**src/rtl/vs1003_stream_pkg.sv**
```systemverilog
// Shared definitions for the VS1003B SDI/SCI streaming controller.
// Optional SCI write path is built when VS_SCI_WRITE_EN is defined.
package vs1003_stream_pkg;

    localparam logic [7:0] VS_SCI_WRITE_OP    = 8'h02;
    localparam int         VS_BURST_DEFAULT   = 32;
    localparam int         VS_CLK_DIV_DEFAULT = 4;

    typedef enum logic [2:0] {
        IDLE,
        FETCH,
        LOAD,
        SHIFT,
`ifdef VS_SCI_WRITE_EN
        SCI_SHIFT,
        SCI_DESEL,
`endif
        DESEL
    } state_t;

    // Byte idx of a FIFO word, idx 0 being the most significant byte.
    function automatic logic [7:0] word_byte(input logic [31:0] w, input logic [1:0] idx);
        case (idx)
            2'd0:    return w[31:24];
            2'd1:    return w[23:16];
            2'd2:    return w[15:8];
            default: return w[7:0];
        endcase
    endfunction

endpackage

```
**src/rtl/vs1003_stream_ctrl_spi_byte_tx.sv**
```systemverilog
// SPI mode-0 byte transmitter, MSB first. A start loads the byte and drives
// bit 7 immediately with SCLK low; start may be given in the done cycle so
// consecutive bytes run back to back with no gap.
module spi_byte_tx #(
    parameter int CLK_DIV = 4
) (
    input  logic       clk,
    input  logic       reset_n,
    input  logic       start,
    input  logic [7:0] data,
    output logic       sclk,
    output logic       mosi,
    output logic       done
);
    localparam int DW = $clog2(CLK_DIV);

    logic [DW-1:0] div_cnt;
    logic [2:0]    bit_cnt;
    logic          half;
    logic          active;
    logic [7:0]    shreg;
    logic          last_tick;

    assign last_tick = (div_cnt == DW'(CLK_DIV - 1));
    assign done      = active & half & last_tick & (bit_cnt == 3'd7);

    // Half-period divider, bit sequencing and the shift register.
    always_ff @(posedge clk) begin
        if (!reset_n) begin
            active  <= 1'b0;
            shreg   <= '0;
            mosi    <= 1'b0;
            sclk    <= 1'b0;
            half    <= 1'b0;
            div_cnt <= '0;
            bit_cnt <= '0;
        end else if (start) begin
            active  <= 1'b1;
            shreg   <= data;
            mosi    <= data[7];
            sclk    <= 1'b0;
            half    <= 1'b0;
            div_cnt <= '0;
            bit_cnt <= '0;
        end else if (active) begin
            if (!last_tick) begin
                div_cnt <= div_cnt + 1'b1;
            end else begin
                div_cnt <= '0;
                if (!half) begin
                    half <= 1'b1;
                    sclk <= 1'b1;
                end else begin
                    half <= 1'b0;
                    sclk <= 1'b0;
                    if (bit_cnt == 3'd7) begin
                        active <= 1'b0;
                    end else begin
                        bit_cnt <= bit_cnt + 1'b1;
                        mosi    <= shreg[6];
                        shreg   <= {shreg[6:0], 1'b0};
                    end
                end
            end
        end
    end

endmodule

```
**src/rtl/vs1003_stream_ctrl.sv**
```systemverilog
// Streams 32-bit FIFO words into the VS1003B SDI port in DREQ-gated bursts
// framed by XDCS, counting bursts cut short by an empty FIFO.
// Define VS_SCI_WRITE_EN to add a single-register SCI write path.
module vs1003_stream_ctrl
    import vs1003_stream_pkg::*;
#(
    parameter int CLK_DIV     = VS_CLK_DIV_DEFAULT,
    parameter int BURST_BYTES = VS_BURST_DEFAULT
) (
    input  logic        sys_clk,
    input  logic        reset_n,
    input  logic        enable,
    input  logic        fifo_empty,
    output logic        fifo_rd_en,
    input  logic [31:0] fifo_q,
    input  logic        mp3_dreq,
    output logic        spi_sclk,
    output logic        spi_mosi,
    output logic        mp3_xdcs,
    output logic        mp3_xcs,
`ifdef VS_SCI_WRITE_EN
    input  logic        sci_req,
    input  logic [7:0]  sci_addr,
    input  logic [15:0] sci_data,
    output logic        sci_ack,
`endif
    output logic        busy,
    output logic [15:0] underrun_cnt
);
    localparam int BW = $clog2(BURST_BYTES + 1);

    state_t        state;
    logic          dreq_meta, dreq_s;
    logic [31:0]   word;
    logic [1:0]    byte_idx;
    logic [BW-1:0] burst_cnt;
    logic          tx_start, tx_done;
    logic [7:0]    tx_data;

    assign busy = (state != IDLE);

    // Two-flop synchroniser for the codec's asynchronous DREQ.
    always_ff @(posedge sys_clk) begin
        if (!reset_n) begin
            dreq_meta <= 1'b0;
            dreq_s    <= 1'b0;
        end else begin
            dreq_meta <= mp3_dreq;
            dreq_s    <= dreq_meta;
        end
    end

    // Byte launch: first byte of a word comes straight from fifo_q in LOAD,
    // later bytes are chained off the previous byte's done pulse.
    always_comb begin
        tx_start = 1'b0;
        tx_data  = word_byte(word, byte_idx + 2'd1);
        case (state)
            LOAD: begin
                tx_start = 1'b1;
                tx_data  = fifo_q[31:24];
            end
            SHIFT: tx_start = tx_done && (byte_idx != 2'd3);
`ifdef VS_SCI_WRITE_EN
            IDLE: begin
                tx_start = sci_req && dreq_s;
                tx_data  = VS_SCI_WRITE_OP;
            end
            SCI_SHIFT: begin
                tx_start = tx_done && (byte_idx != 2'd3);
                tx_data  = word_byte({VS_SCI_WRITE_OP, sci_addr, sci_data}, byte_idx + 2'd1);
            end
`endif
            default: ;
        endcase
    end

    // Main sequencer; owns the chip selects, the pop strobe and the counters.
    always_ff @(posedge sys_clk) begin
        if (!reset_n) begin
            state        <= IDLE;
            fifo_rd_en   <= 1'b0;
            mp3_xdcs     <= 1'b1;
            underrun_cnt <= '0;
            word         <= '0;
            byte_idx     <= '0;
            burst_cnt    <= '0;
`ifdef VS_SCI_WRITE_EN
            mp3_xcs      <= 1'b1;
            sci_ack      <= 1'b0;
`endif
        end else begin
            fifo_rd_en <= 1'b0;
`ifdef VS_SCI_WRITE_EN
            sci_ack    <= 1'b0;
`endif
            case (state)
                IDLE: begin
`ifdef VS_SCI_WRITE_EN
                    if (sci_req && dreq_s) begin
                        state    <= SCI_SHIFT;
                        mp3_xcs  <= 1'b0;
                        byte_idx <= '0;
                    end else
`endif
                    if (enable && dreq_s && !fifo_empty) begin
                        state      <= FETCH;
                        fifo_rd_en <= 1'b1;
                        burst_cnt  <= '0;
                    end
                end
                FETCH: state <= LOAD;
                LOAD: begin
                    word     <= fifo_q;
                    byte_idx <= '0;
                    mp3_xdcs <= 1'b0;
                    state    <= SHIFT;
                end
                SHIFT: begin
                    if (tx_done) begin
                        burst_cnt <= burst_cnt + 1'b1;
                        byte_idx  <= byte_idx + 2'd1;
                        if (byte_idx == 2'd3) begin
                            if (burst_cnt == BW'(BURST_BYTES - 1) || !enable) begin
                                state    <= DESEL;
                                mp3_xdcs <= 1'b1;
                            end else if (fifo_empty) begin
                                if (underrun_cnt != 16'hFFFF)
                                    underrun_cnt <= underrun_cnt + 16'd1;
                                state    <= DESEL;
                                mp3_xdcs <= 1'b1;
                            end else begin
                                state      <= FETCH;
                                fifo_rd_en <= 1'b1;
                            end
                        end
                    end
                end
`ifdef VS_SCI_WRITE_EN
                SCI_SHIFT: begin
                    if (tx_done) begin
                        byte_idx <= byte_idx + 2'd1;
                        if (byte_idx == 2'd3) begin
                            state   <= SCI_DESEL;
                            mp3_xcs <= 1'b1;
                            sci_ack <= 1'b1;
                        end
                    end
                end
                SCI_DESEL: state <= IDLE;
`endif
                DESEL:   state <= IDLE;
                default: state <= IDLE;
            endcase
        end
    end

`ifndef VS_SCI_WRITE_EN
    assign mp3_xcs = 1'b1;
`endif

    spi_byte_tx #(.CLK_DIV(CLK_DIV)) u_tx (
        .clk     (sys_clk),
        .reset_n (reset_n),
        .start   (tx_start),
        .data    (tx_data),
        .sclk    (spi_sclk),
        .mosi    (spi_mosi),
        .done    (tx_done)
    );

endmodule

```
**config.mk**
```make
export PLATFORM = sky130hd
export DESIGN_NAME = vs1003_stream_ctrl
export DESIGN_NICKNAME = d
export VERILOG_FILES = /design/src/rtl/vs1003_stream_pkg.sv /design/src/rtl/vs1003_stream_ctrl_spi_byte_tx.sv /design/src/rtl/vs1003_stream_ctrl.sv
export SDC_FILE = /design/constraint.sdc
export NUM_CORES = 1
export LEC_CHECK = 0
export ABC_AREA = 1
export CORE_MARGIN = 3
export CORE_UTILIZATION = 60
export CTS_BUF_LIST = sky130_fd_sc_hd__clkbuf_4
export CTS_CLUSTER_SIZE = 14
export DETAILED_ROUTE_END_ITERATION = 10
export DONT_BUFFER_PORTS = 1
export PLACE_DENSITY = 0.76
export SYNTH_ARGS = -nofsm -noshare
export SYNTH_HDL_FRONTEND = slang
export SYNTH_SLANG_ARGS = --single-unit
```
**constraint.sdc**
```tcl
create_clock -name sys_clk -period 3.1 [get_ports sys_clk]
set_input_delay 0.155 -clock sys_clk [delete_from_list [all_inputs] [get_ports sys_clk]]
set_output_delay 0.155 -clock sys_clk [all_outputs]
set_load 0.05 [all_outputs]
```
==> results of run 1 <==
## metrics by stage
stage	cell area [µm²]	hold slack (ns)	total power (W)	worst slack [ns]
floorplan	3970	0.253	0.00203	1.20
global placement	4000	0.257	0.00215	1.03
detailed placement	4000	0.263	0.00217	0.968
CTS	4510	0.0234	0.00288	0.939
global route	4510	0.0480	0.00309	0.710
finish	4510	0.0278	0.00290	0.952
## area by class of cell
| type | instances | area [µm²] |
|---|---|---|
| Multi-Input combinational cell | 439 | 2100 |
| Fill cell | 525 | 1880 |
| Sequential cell | 78 | 1560 |
| Timing Repair Buffer | 43 | 410 |
| Inverter | 49 | 185 |
| Tap cell | 77 | 96.3 |
| Clock inverter | 7 | 88.8 |
| Clock buffer | 9 | 67.6 |
## sequential cells by signal, indices dropped and copies added, names as in the netlist
name          cells
u_tx.div_cnt      2
u_tx.shreg        7
mp3_xdcs          1
u_tx.active       1
u_tx.bit_cnt      3
underrun_cnt     16
state             3
u_tx.mosi         1
dreq_s            1
burst_cnt         6
byte_idx          2
word             32
u_tx.sclk         1
fifo_rd_en        1
dreq_meta         1
## cell usage in the layout, fill, tap and decap left out, types with 8 or more instances in the layout
cell type,count
a21oi_1,51
dfxtp_1,78
buf_4,8
inv_1,44
o21ai_0,29
clkbuf_4,9
nand4_1,12
ha_1,10
nand3_1,45
nor2_1,90
nand2_1,158
dlygate4sd3_1,35
## power by group through the flow
| stage | clock [W] | sequential, W | combinational (W) |
|---|---|---|---|
| detailed placement | 0 | 0.00136 | 0.000815 |
| floorplan | 0 | 0.00133 | 0.000705 |
| global route | 0.000733 | 0.00136 | 0.000996 |
| CTS | 0.000690 | 0.00133 | 0.000857 |
| global placement | 0 | 0.00135 | 0.000796 |
| finish | 0.000682 | 0.00134 | 0.000879 |
## logic make-up (layout without fill, tap and decap cells)
group | count (synthesis) | count (layout)
AOI/OAI and AO/OA | 87 | 87
xor gates and xnor gates | 7 | 7
adders and majority gates | 10 | 10
buffers and inverters | 71 | 108
DFF | 78 | 78
other | 1 | 1
and+or+nand+nor | 334 | 334
## worst paths after layout
| path | from | endpoint | slack (ns) |
|---|---|---|---|
| max | u_tx.bit_cnt[0] | underrun_cnt[0] | 0.95 |
| min | enable | mp3_xdcs | 0.03 |
| max reg2reg | u_tx.bit_cnt[0] | underrun_cnt[0] | 0.95 |
| min reg2reg | dreq_meta | dreq_s | 0.44 |
## per-layer routing
metal | vias to the layer above | wire length [µm]
met2 | 123 | 4840
met3 | 15 | 535
met4 | 0 | 147
met5 | - | 0
met1 | 1765 | 4000
li1 | 1955 | -
## timing repair
item | in CTS | in global routing
hold buffers | 35 | 0
hold endpoints to repair | 47 | 0
setup buffers | 0 | 0
## worst reg2reg max path, cell delays in order, from the launching register on
cell and delay, ns:
dfxtp_1 0.37, ha_1 0.15, ha_1 0.17, nand2_1 0.09
nor2_4 0.15, nand2_2 0.07, nor2_2 0.38, nand3_2 0.37
nand2_1 0.17, a21oi_1 0.08
==> summary.txt, run 1 <==
Run status
  – Status: finished clean

Synth
  – Synth top cells by count: 158 x nand2_1, 90 x nor2_1, 78 x dfxtp_1, 51 x a21oi_1, 45 x nand3_1
  – Ys Warns: 0
  – Compound-Gate Fraction of Synth Area: 11.3%
  – Net Count, Synth: 635
  – Adder-Cell Fraction of Synth Area: 3.15%
  – Gate Count Post-Synth: 588
  – Synth Area in XOR/XNOR: 1.54%
  – Register area share after synthesis: 39.3%
  – Top-count cell post-synth: nand2_1
  – Synth top area cells: dfxtp_1 39%, nand2_1 15%, nor2_1 8.5%
  – Primary FF master, synth: dfxtp_1
  – Mean post-synth cell area: 6.75 µm²
  – Simple-gate share of the synthesized area: 36.8%
  – Synth cell types: 35
  – Mapped Area: 3970 µm²
  – Register bit total from synthesis: 78
  – Mux contribution to synthesized area: 0%
  – Share of the synthesized area in the top cell type: 39.3%
  – Async set-reset flop share out of synthesis: 0%
  – EDFF count, synth: 0
  – Combinational family with the most area after synthesis: simple AND/OR/NAND/NOR gates
  – Largest area contributor in the netlist: dfxtp_1

Global routing
  – First-pass GRT wire length: 16.2 mm
  – Total Routing Usage GR: 26.4%
  – Gr busiest metal: met2
  – GR Layer Usage met1: 32.9%
  – GR Layer Usage met3: 3.78%
  – Vias in the first global route: 3571
  – Pin count of the biggest net entering global routing: 34
  – Initial antenna violation count: 0
  – GRT overflow: 0
  – GR Util met2: 46.5%

Floorplanning
  – Initial core utilization: 62.1%
  – Rows: 29
  – Die Y: 87.3 µm
  – Die area: 7630 µm²
  – Die Span X: 87.3 µm
  – # IOs: 59
  – Core area: 6390 µm²

Setup path
  – Worst path required time: 3.39 ns
  – WS Path Type: flop to flop
  – Worst setup SP type: flop
  – Critical-path cell list: ha_1 -> ha_1 -> nand2_1 -> nor2_4 -> nand2_2 -> nor2_2 -> nand3_2 -> nand2_1 -> a21oi_1
  – Highest fanout seen on the critical path: 15
  – Crit path buffers/inverters: 0
  – CP delay by family, top: simple AND/OR/NAND/NOR gates
  – Crit path largest cell delay: 0.38 ns
  – Critical path arrival: 2.44 ns
  – Critical path depth: 9
  – Slowest cell on crit path: nor2_2
  – CP endpoint kind: flop
  – Reg2Reg Depth: 9

Timing
  – Worst slew pin tran: 1.18 ns
  – Endpoints failing hold: 0
  – Final slew viol count: 0
  – Fin crit period: 2.15 ns
  – Setup Viol. Count Final: 0
  – Fin Clk Skew: 0.0111 ns
  – Slew margin rel.: 20.8%
  – RSZ-0062 raised after global routing: false
  – Crit share post-route: 69.3%
  – Achievable clock frequency: 465 MHz
  – Setup TNS Final: 0 ns

Clock tree
  – Clk sinks: 78
  – Clock Path Buffers: 2
  – Total clock buffers created by CTS: 9
  – Root Buffer: clkbuf_4
  – Worst-path clk slew: 0.13 ns
  – Post_cts resized: 0
  – H-tree depth: 3
  – TritonCTS clock tree: done
  – Worst skew pair latency: 0.42 ns

Pwr
  – Sw Ratio: 37.8%
  – Power per Cell Area: 643 nW/µm²
  – Clock power share: 23.6%
  – Int Pwr: 0.00180 W
  – NetSw: 0.00110 W
  – Sequential share of power: 46.1%
  – Worst IR Drop VDD: 0.460 mV
  – Comb pwr share: 30.3%
  – Static Leak: 1.79 nW

Cells and area
  – Share of layout cells above drive strength 1: 7.84%
  – Area growth syn-to-layout: 13.6%
  – Diode count: 0
  – Non-Filler Instances: 702
  – Post-layout nets: 667
  – Core Util, Final: 70.6%

Place
  – Placed insts: 651
  – Placer Congestion: 0.848
  – DPL Wire Length: 6.30 mm
  – Port buffer count: 0

Drt
  – First drt pass iteration count: 4
  – Via-to-Cell Ratio: 5.50
  – Post-route ant nets: 0
  – WL/cell: 13.6 µm
  – Vias after detailed routing: 3858
  – DRC viols: 0
  – WL final: 9.52 mm
  – Starting DRT DRC Count: 167

Hold path
  – Hold-critical path depth: 3
  – Hold Crit Class: input port to flop

Run
  – Maxcap violations: 0
No activity file was read; power rests on OpenSTA's default activity.
==> run 2: changes to the inputs <==
clock period = 2 ns   (was 3.1 ns; I/O delays follow)
==> run 2 against run 1 <==
  * Utilization increased by 1.6 points
  * Sequential share of layout area decreased by 0.78 points
  * Global-route usage increased by 0.65 points
  * Total power increased by 51%
  * Cell count rose by 2.1%
  * Cell area grew 2.3%
  * Worst setup slack worse by 0.82 ns
  * Die area did not move
  * Combinational power increased by 59%
  * Critical path type unchanged
  * Critical endpoint is now fifo_rd_en
  * Largest cell class unchanged
==> summary.txt, run 2 (synthesis results as in run 1) <==
Timing
  – Worst slew pin tran: 1.17 ns (-0.0159 ns)
  – Final slew viol count: 0 (unchanged)
  – Setup Viol. Count Final: 0 (unchanged)
  – Fin crit period: 1.87 ns (-0.277 ns)
  – RSZ-0062 raised after global routing: false
  – Slew margin rel.: 21.8% (+1.1 points)
  – Crit share post-route: 93.6% (+24 points)
  – Fin Clk Skew: 0.0159 ns (+0.00475 ns)
  – Achievable clock frequency: 534 MHz (+15%)
  – Setup TNS Final: 0 ns (unchanged)
  – Endpoints failing hold: 0 (unchanged)

Cells and area
  – Top reg by flops: word
  – Final-layout fill cell count: 560 (+6.7%)
  – Share of layout cells above drive strength 1: 10.5% (+2.6 points)
  – Commonest non-fill, non-tap cells in the layout: 157 x nand2_1, 89 x nor2_1, 78 x dfxtp_1
  – Post-layout nets: 684 (+2.5%)
  – Number of flip-flops under the largest register name: 32 (unchanged)
  – Regs by FF count: word: 32 flops, underrun_cnt: 16 flops, u_tx.shreg: 7 flops
  – Diode count: 0 (unchanged)
  – Final instance area: 4610 µm² (+2.3%)
  – Most common cell after layout, fill and taps aside: nand2_1
  – Area growth syn-to-layout: 16.2%

Run status
  – Status: finished clean

Hold path
  – Hold wc startpoint: reset_n
  – Hold Crit Class: input port to flop
  – Hold path endpoint: u_tx.shreg[6]
  – Hold-critical path depth: 3 (unchanged)

Drt
  – First drt pass iteration count: 5 (+1)
  – Starting DRT DRC Count: 209 (+25%)
  – WL met2: 4.72 mm (-2.4%)
  – Wl on met1: 4.20 mm (+5.2%)
  – DRC viols: 0 (unchanged)
  – Via-to-Cell Ratio: 5.41 (-1.6%)
  – WL final: 9.68 mm (+1.7%)
  – Post-route ant nets: 0 (unchanged)
  – WL/cell: 13.5 µm (-0.43%)
  – Vias after detailed routing: 3877 (+0.49%)
  – Top sig layer: met4
  – Met3 routed wirelength: 507 µm (-5.2%)

Global routing
  – First-pass GRT wire length: 16.5 mm (+2.2%)
  – Vias in the first global route: 3705 (+3.8%)
  – Pin count of the biggest net entering global routing: 41 (+21%)
  – GRT overflow: 0 (unchanged)
  – Total Routing Usage GR: 27.0% (+0.65 points)
  – Initial antenna violation count: 0 (unchanged)

Clock tree
  – Worst-path clk slew: 0.13 ns (about the same)
  – Clk sinks: 78 (unchanged)
  – TritonCTS clock tree: done
  – H-tree depth: 3 (unchanged)
  – Worst skew pair latency: 0.43 ns (about the same)
  – Clock Path Buffers: 2 (unchanged)
  – Total clock buffers created by CTS: 9 (unchanged)
  – Root Buffer: clkbuf_4
  – Post-CTS setup buffers: 0 (unchanged)

Setup path
  – Worst path required time: 2.33 ns (-1.06 ns)
  – CP delay by family, top: buffers and inverters
  – CP endpoint kind: flop
  – Highest fanout seen on the critical path: 4 (-11)
  – Crit path buffers/inverters: 1 (+1)
  – Worst setup SP type: flop
  – Slowest cell on crit path: dlygate4sd3_1
  – Critical-path cell list: ha_1 -> nand3_1 -> nor2_2 -> nor3_2 -> dlygate4sd3_1 -> a21oi_1 -> nor2_1
  – FF-to-FF End: fifo_rd_en
  – Reg-to-reg critical path startpoint: burst_cnt[0]
  – Crit path largest cell delay: 0.58 ns (+0.20 ns)
  – Reg2Reg Depth: 7 (-2)
  – WS Path Type: flop to flop
  – Worst R2R Setup Slack: 0.13 ns (-0.82 ns)
  – Critical path arrival: 2.20 ns (-0.24 ns)

Place
  – Placer Congestion: 0.889 (+4.7%)
  – DP Area: 4120 µm² (+3.0%)
  – DPL Wire Length: 6.46 mm (+2.5%)
  – Port buffer count: 0 (unchanged)

Run
  – Maxcap violations: 0 (unchanged)

Floorplanning
  – Initial core utilization: 62.1% (unchanged)
  – # IOs: 59 (unchanged)
  – Core area: 6390 µm² (unchanged)
  – Die area: 7630 µm² (unchanged)
  – Die Span X: 87.3 µm (unchanged)
  – Die Y: 87.3 µm (unchanged)
  – Rows: 29 (unchanged)

Pwr
  – Worst IR Drop VDD: 0.653 mV (+42%)
  – Power per Cell Area: 952 nW/µm² (+48%)
  – Static Leak: 1.86 nW (+3.9%)
-- run 2: cell count changes in the layout (fill, tap and decap cells not counted), sizes merged --
cell	change
clkinv	-2
dlygate4sd3	+1
clkinvlp	+1
bufinv	-1
buf	+16
-- run 2: area by class of cell --
| cell class | instances | area (µm²) | share of cell area [%] |
|---|---|---|---|
| clock buffer | 9 | 67.6 | 1.47 |
| tap | 77 | 96.3 | 2.09 |
| multi-input combinational | 439 | 2110 | 45.7 |
| clock inverter | 5 | 52.6 | 1.14 |
| timing repair buffer | 60 | 541 | 11.7 |
| sequential | 78 | 1560 | 33.9 |
| inverter | 49 | 185 | 4.02 |
-- run 2: repair_timing --
| action | CTS | global route |
|---|---|---|
| endpoints found under the setup margin | 0 | 13 |
| hold buffers | 36 | 0 |
| hold endpoints to repair | 53 | 0 |
| resized for setup | 0 | 4 |
-- run 2: layer usage --
layer / vias up / track usage, %
met5: - / 0
met2: 116 / 46.6
met3: 23 / 4.07
met4: 0 / 11.6
li1: 1991 / -
met1: 1747 / 33.2
-- run 2: tightest hold or removal path: cells and delay by family --
kind	cells	cell delay [ns]
buffers and inverters	2	0.22
AND/OR/NAND/NOR	1	0.10
-- run 2: stage by stage --
| step | utilization (%) | worst slack, ns | hold slack (ns) | total power (W) | instances |
|---|---|---|---|---|---|
| finish | 72.2 | 0.128 | 0.0244 | 0.00439 | 717 |
| global route | 72.2 | 0.00308 | 0.0370 | 0.00468 | 717 |
| CTS | 72.1 | 0.0808 | 0.00795 | 0.00436 | 717 |
| detailed placement | 64.5 | 0.186 | 0.207 | 0.00341 | 667 |
| global placement | 64.5 | 0.253 | 0.204 | 0.00336 | 667 |
| floorplan | - | 0.102 | 0.198 | 0.00315 | 588 |
-- run 2: report_power, final --
| part | switching (W) | internal, W |
|---|---|---|
| logic | 0.000919 | 0.000481 |
| clock network | 0.000544 | 0.000359 |
| registers | 0.000236 | 0.00185 |
| total | 0.00170 | 0.00269 |
-- run 2: worst max path at each step --
stage | start | end | cells past startpoint
3_3_place_gp | u_tx.bit_cnt[0] | u_tx.mosi | 10
2_1_floorplan | underrun_cnt[0] | underrun_cnt[3] | 10
4_1_cts | burst_cnt[0] | mp3_xdcs | 6
5_1_grt | u_tx.bit_cnt[0] | underrun_cnt[14] | 9
6_report | burst_cnt[0] | fifo_rd_en | 7
3_5_place_dp | u_tx.bit_cnt[0] | u_tx.bit_cnt[1] | 9
==> run 3: changes to the inputs <==
==> constraint.sdc (replaced) <==
create_clock -name sys_clk -period 2.2 [get_ports sys_clk]
set_input_delay 0.22 -clock sys_clk [delete_from_list [all_inputs] [get_ports sys_clk]]
set_output_delay 0.22 -clock sys_clk [all_outputs]
set_load 0.05 [all_outputs]
==> run 3 against run 2 <==
  * Via count rose by 1.1%
  * Cell area rose by 0.30%
  * Non-clock buffer count did not move
  * Clock power fell by 6.6%
  * Utilization rose by 0.22 points
  * Fmax rose by 2.9%
  * Cell count rose by 0.28%
  * Total power fell by 8.6%
  * Sequential power fell by 9%
==> summary.txt, run 3 (synthesis results as in run 1) <==
Run status
  – Status: finished clean

Drt
  – Post-route ant nets: 0 (unchanged)
  – Via-to-Cell Ratio: 5.45 (+0.80%)
  – WL/cell: 13.4 µm (-0.56%)
  – Starting DRT DRC Count: 221 (+5.7%)
  – Vias after detailed routing: 3919 (+1.1%)
  – First drt pass iteration count: 5 (unchanged)
  – DRC viols: 0 (unchanged)
  – WL final: 9.65 mm (-0.28%)

Setup path
  – Reg2Reg Depth: 8 (+1)
  – Worst setup SP type: flop
  – Critical-path cell list: inv_1 -> ha_1 -> inv_1 -> or2_2 -> nand3_1 -> nand3_1 -> nand2_1 -> a21oi_1
  – Highest fanout seen on the critical path: 10 (+6)
  – CP endpoint kind: flop
  – WS Path Type: flop to flop
  – Worst path required time: 2.55 ns (+0.22 ns)
  – Critical path arrival: 2.17 ns (-0.03 ns)
  – Slowest cell on crit path: ha_1
  – Crit path largest cell delay: 0.41 ns (-0.17 ns)

Hold path
  – Hold-critical path depth: 3 (unchanged)
  – Hold Crit Class: input port to flop

Timing
  – RSZ-0062 raised after global routing: false
  – Final slew viol count: 0 (unchanged)
  – Fin crit period: 1.82 ns (-0.0536 ns)
  – Slew margin rel.: 22.6% (+0.80 points)
  – Fin Clk Skew: 0.0256 ns (+0.00975 ns)
  – Achievable clock frequency: 550 MHz (+2.9%)
  – Setup Viol. Count Final: 0 (unchanged)
  – Crit share post-route: 82.6% (-11 points)
  – Endpoints failing hold: 0 (unchanged)
  – Setup TNS Final: 0 ns (unchanged)
  – Worst slew pin tran: 1.16 ns (-0.0120 ns)

Floorplanning
  – Die Y: 87.3 µm (unchanged)
  – Rows: 29 (unchanged)
  – Initial core utilization: 62.1% (unchanged)
  – # IOs: 59 (unchanged)
  – Core area: 6390 µm² (unchanged)
  – Die area: 7630 µm² (unchanged)
  – Die Span X: 87.3 µm (unchanged)

Clock tree
  – Post_cts resized: 0 (unchanged)
  – TritonCTS clock tree: done
  – Clk sinks: 78 (unchanged)
  – Cts-stage hold buffer count: 36 (unchanged)
  – Post-CTS setup buffers: 0 (unchanged)
  – Clock Path Buffers: 2 (unchanged)
  – Root Buffer: clkbuf_4
  – H-tree depth: 3 (unchanged)
  – Total clock buffers created by CTS: 9 (unchanged)
  – Worst skew pair latency: 0.46 ns (+0.03 ns)
  – Worst-path clk slew: 0.14 ns (about the same)

Cells and area
  – Area growth syn-to-layout: 16.6%
  – Number of flip-flops under the largest register name: 32 (unchanged)
  – Post-layout nets: 684 (unchanged)
  – Commonest non-fill, non-tap cells in the layout: 158 x nand2_1, 90 x nor2_1, 78 x dfxtp_1
  – Diode count: 0 (unchanged)
  – Regs by FF count: word: 32 flops, underrun_cnt: 16 flops, u_tx.shreg: 7 flops
  – Share of layout cells above drive strength 1: 10.4% (-0.033 points)
  – Final-layout fill cell count: 541 (-3.4%)
  – Most common cell after layout, fill and taps aside: nand2_1
  – Top reg by flops: word

Pwr
  – Total power: 0.00401 W (-8.6%)
  – Power per Cell Area: 868 nW/µm² (-8.8%)
  – Static Leak: 1.88 nW (+0.84%)
  – Worst IR Drop VDD: 0.711 mV (+8.9%)

Global routing
  – Total Routing Usage GR: 27.2% (+0.15 points)
  – Pin count of the biggest net entering global routing: 33 (-20%)
  – GRT overflow: 0 (unchanged)
  – Vias in the first global route: 3671 (-0.92%)
  – First-pass GRT wire length: 16.6 mm (+0.42%)
  – Initial antenna violation count: 0 (unchanged)

Place
  – Port buffer count: 0 (unchanged)
  – Placer Congestion: 0.884 (-0.48%)
  – DPL Wire Length: 6.49 mm (+0.53%)

Run
  – Maxcap violations: 0 (unchanged)
-- run 3: cell types whose count changed in the layout (fill, tap and decap cells not counted), sizes merged --
cell      delta
inv          +4
bufinv       -1
clkinv       +1
clkinvlp     -2
-- run 3: stage by stage --
stage	utilization, %	hold slack (ns)	area, µm²	setup WS [ns]	cells
global placement	64.7	0.322	4130	0.425	667
finish	72.4	0.0695	4630	0.382	719
CTS	72.4	0.0533	4630	0.368	719
floorplan	-	0.318	3970	0.302	588
global route	72.4	0.0820	4630	0.140	719
detailed placement	64.7	0.324	4130	0.402	667
-- run 3: worst max-delay path, delay by kind of cell (launching register included) --
kind                       cells  cell delay (ns)
and+or+nand+nor                4             0.57
adders and majority gates      1             0.41
DFF                            1             0.37
buffers and inverters          2             0.32
AOI/OAI and AO/OA              1             0.06
-- run 3: metal layers --
| metal | up-vias | GRT usage (%) | wire length [µm] |
|---|---|---|---|
| met1 | 1773 | 33.4 | 4060 |
| met3 | 18 | 6.05 | 596 |
| met5 | - | 0 | 0 |
| met2 | 143 | 47.0 | 4830 |
| met4 | 0 | 8.51 | 166 |
| li1 | 1985 | - | - |
-- run 3: area by class of cell --
type / count / area, µm² / share of cell area, %
multi-input combinational: 439 / 2100 / 45.4
sequential: 78 / 1560 / 33.8
timing repair buffer: 60 / 553 / 12.0
inverter: 49 / 185 / 4.00
tap: 77 / 96.3 / 2.08
clock buffer: 9 / 67.6 / 1.46
clock inverter: 7 / 63.8 / 1.38
-- run 3: path summary, 6_finish.rpt --
check,from,endpoint,slack [ns]
worst min-delay path,enable,mp3_xdcs,0.07
worst max-delay path,byte_idx[0],u_tx.mosi,0.38
worst max register to register,byte_idx[0],u_tx.mosi,0.38
worst min register to register,dreq_meta,dreq_s,0.46
-- run 3: report_power, final --
group	switching, W	internal, W	leakage, nW
clock network	0.000585	0.000258	0.0734
logic	0.000837	0.000446	1.17
registers	0.000207	0.00168	0.634
total	0.00163	0.00238	1.88
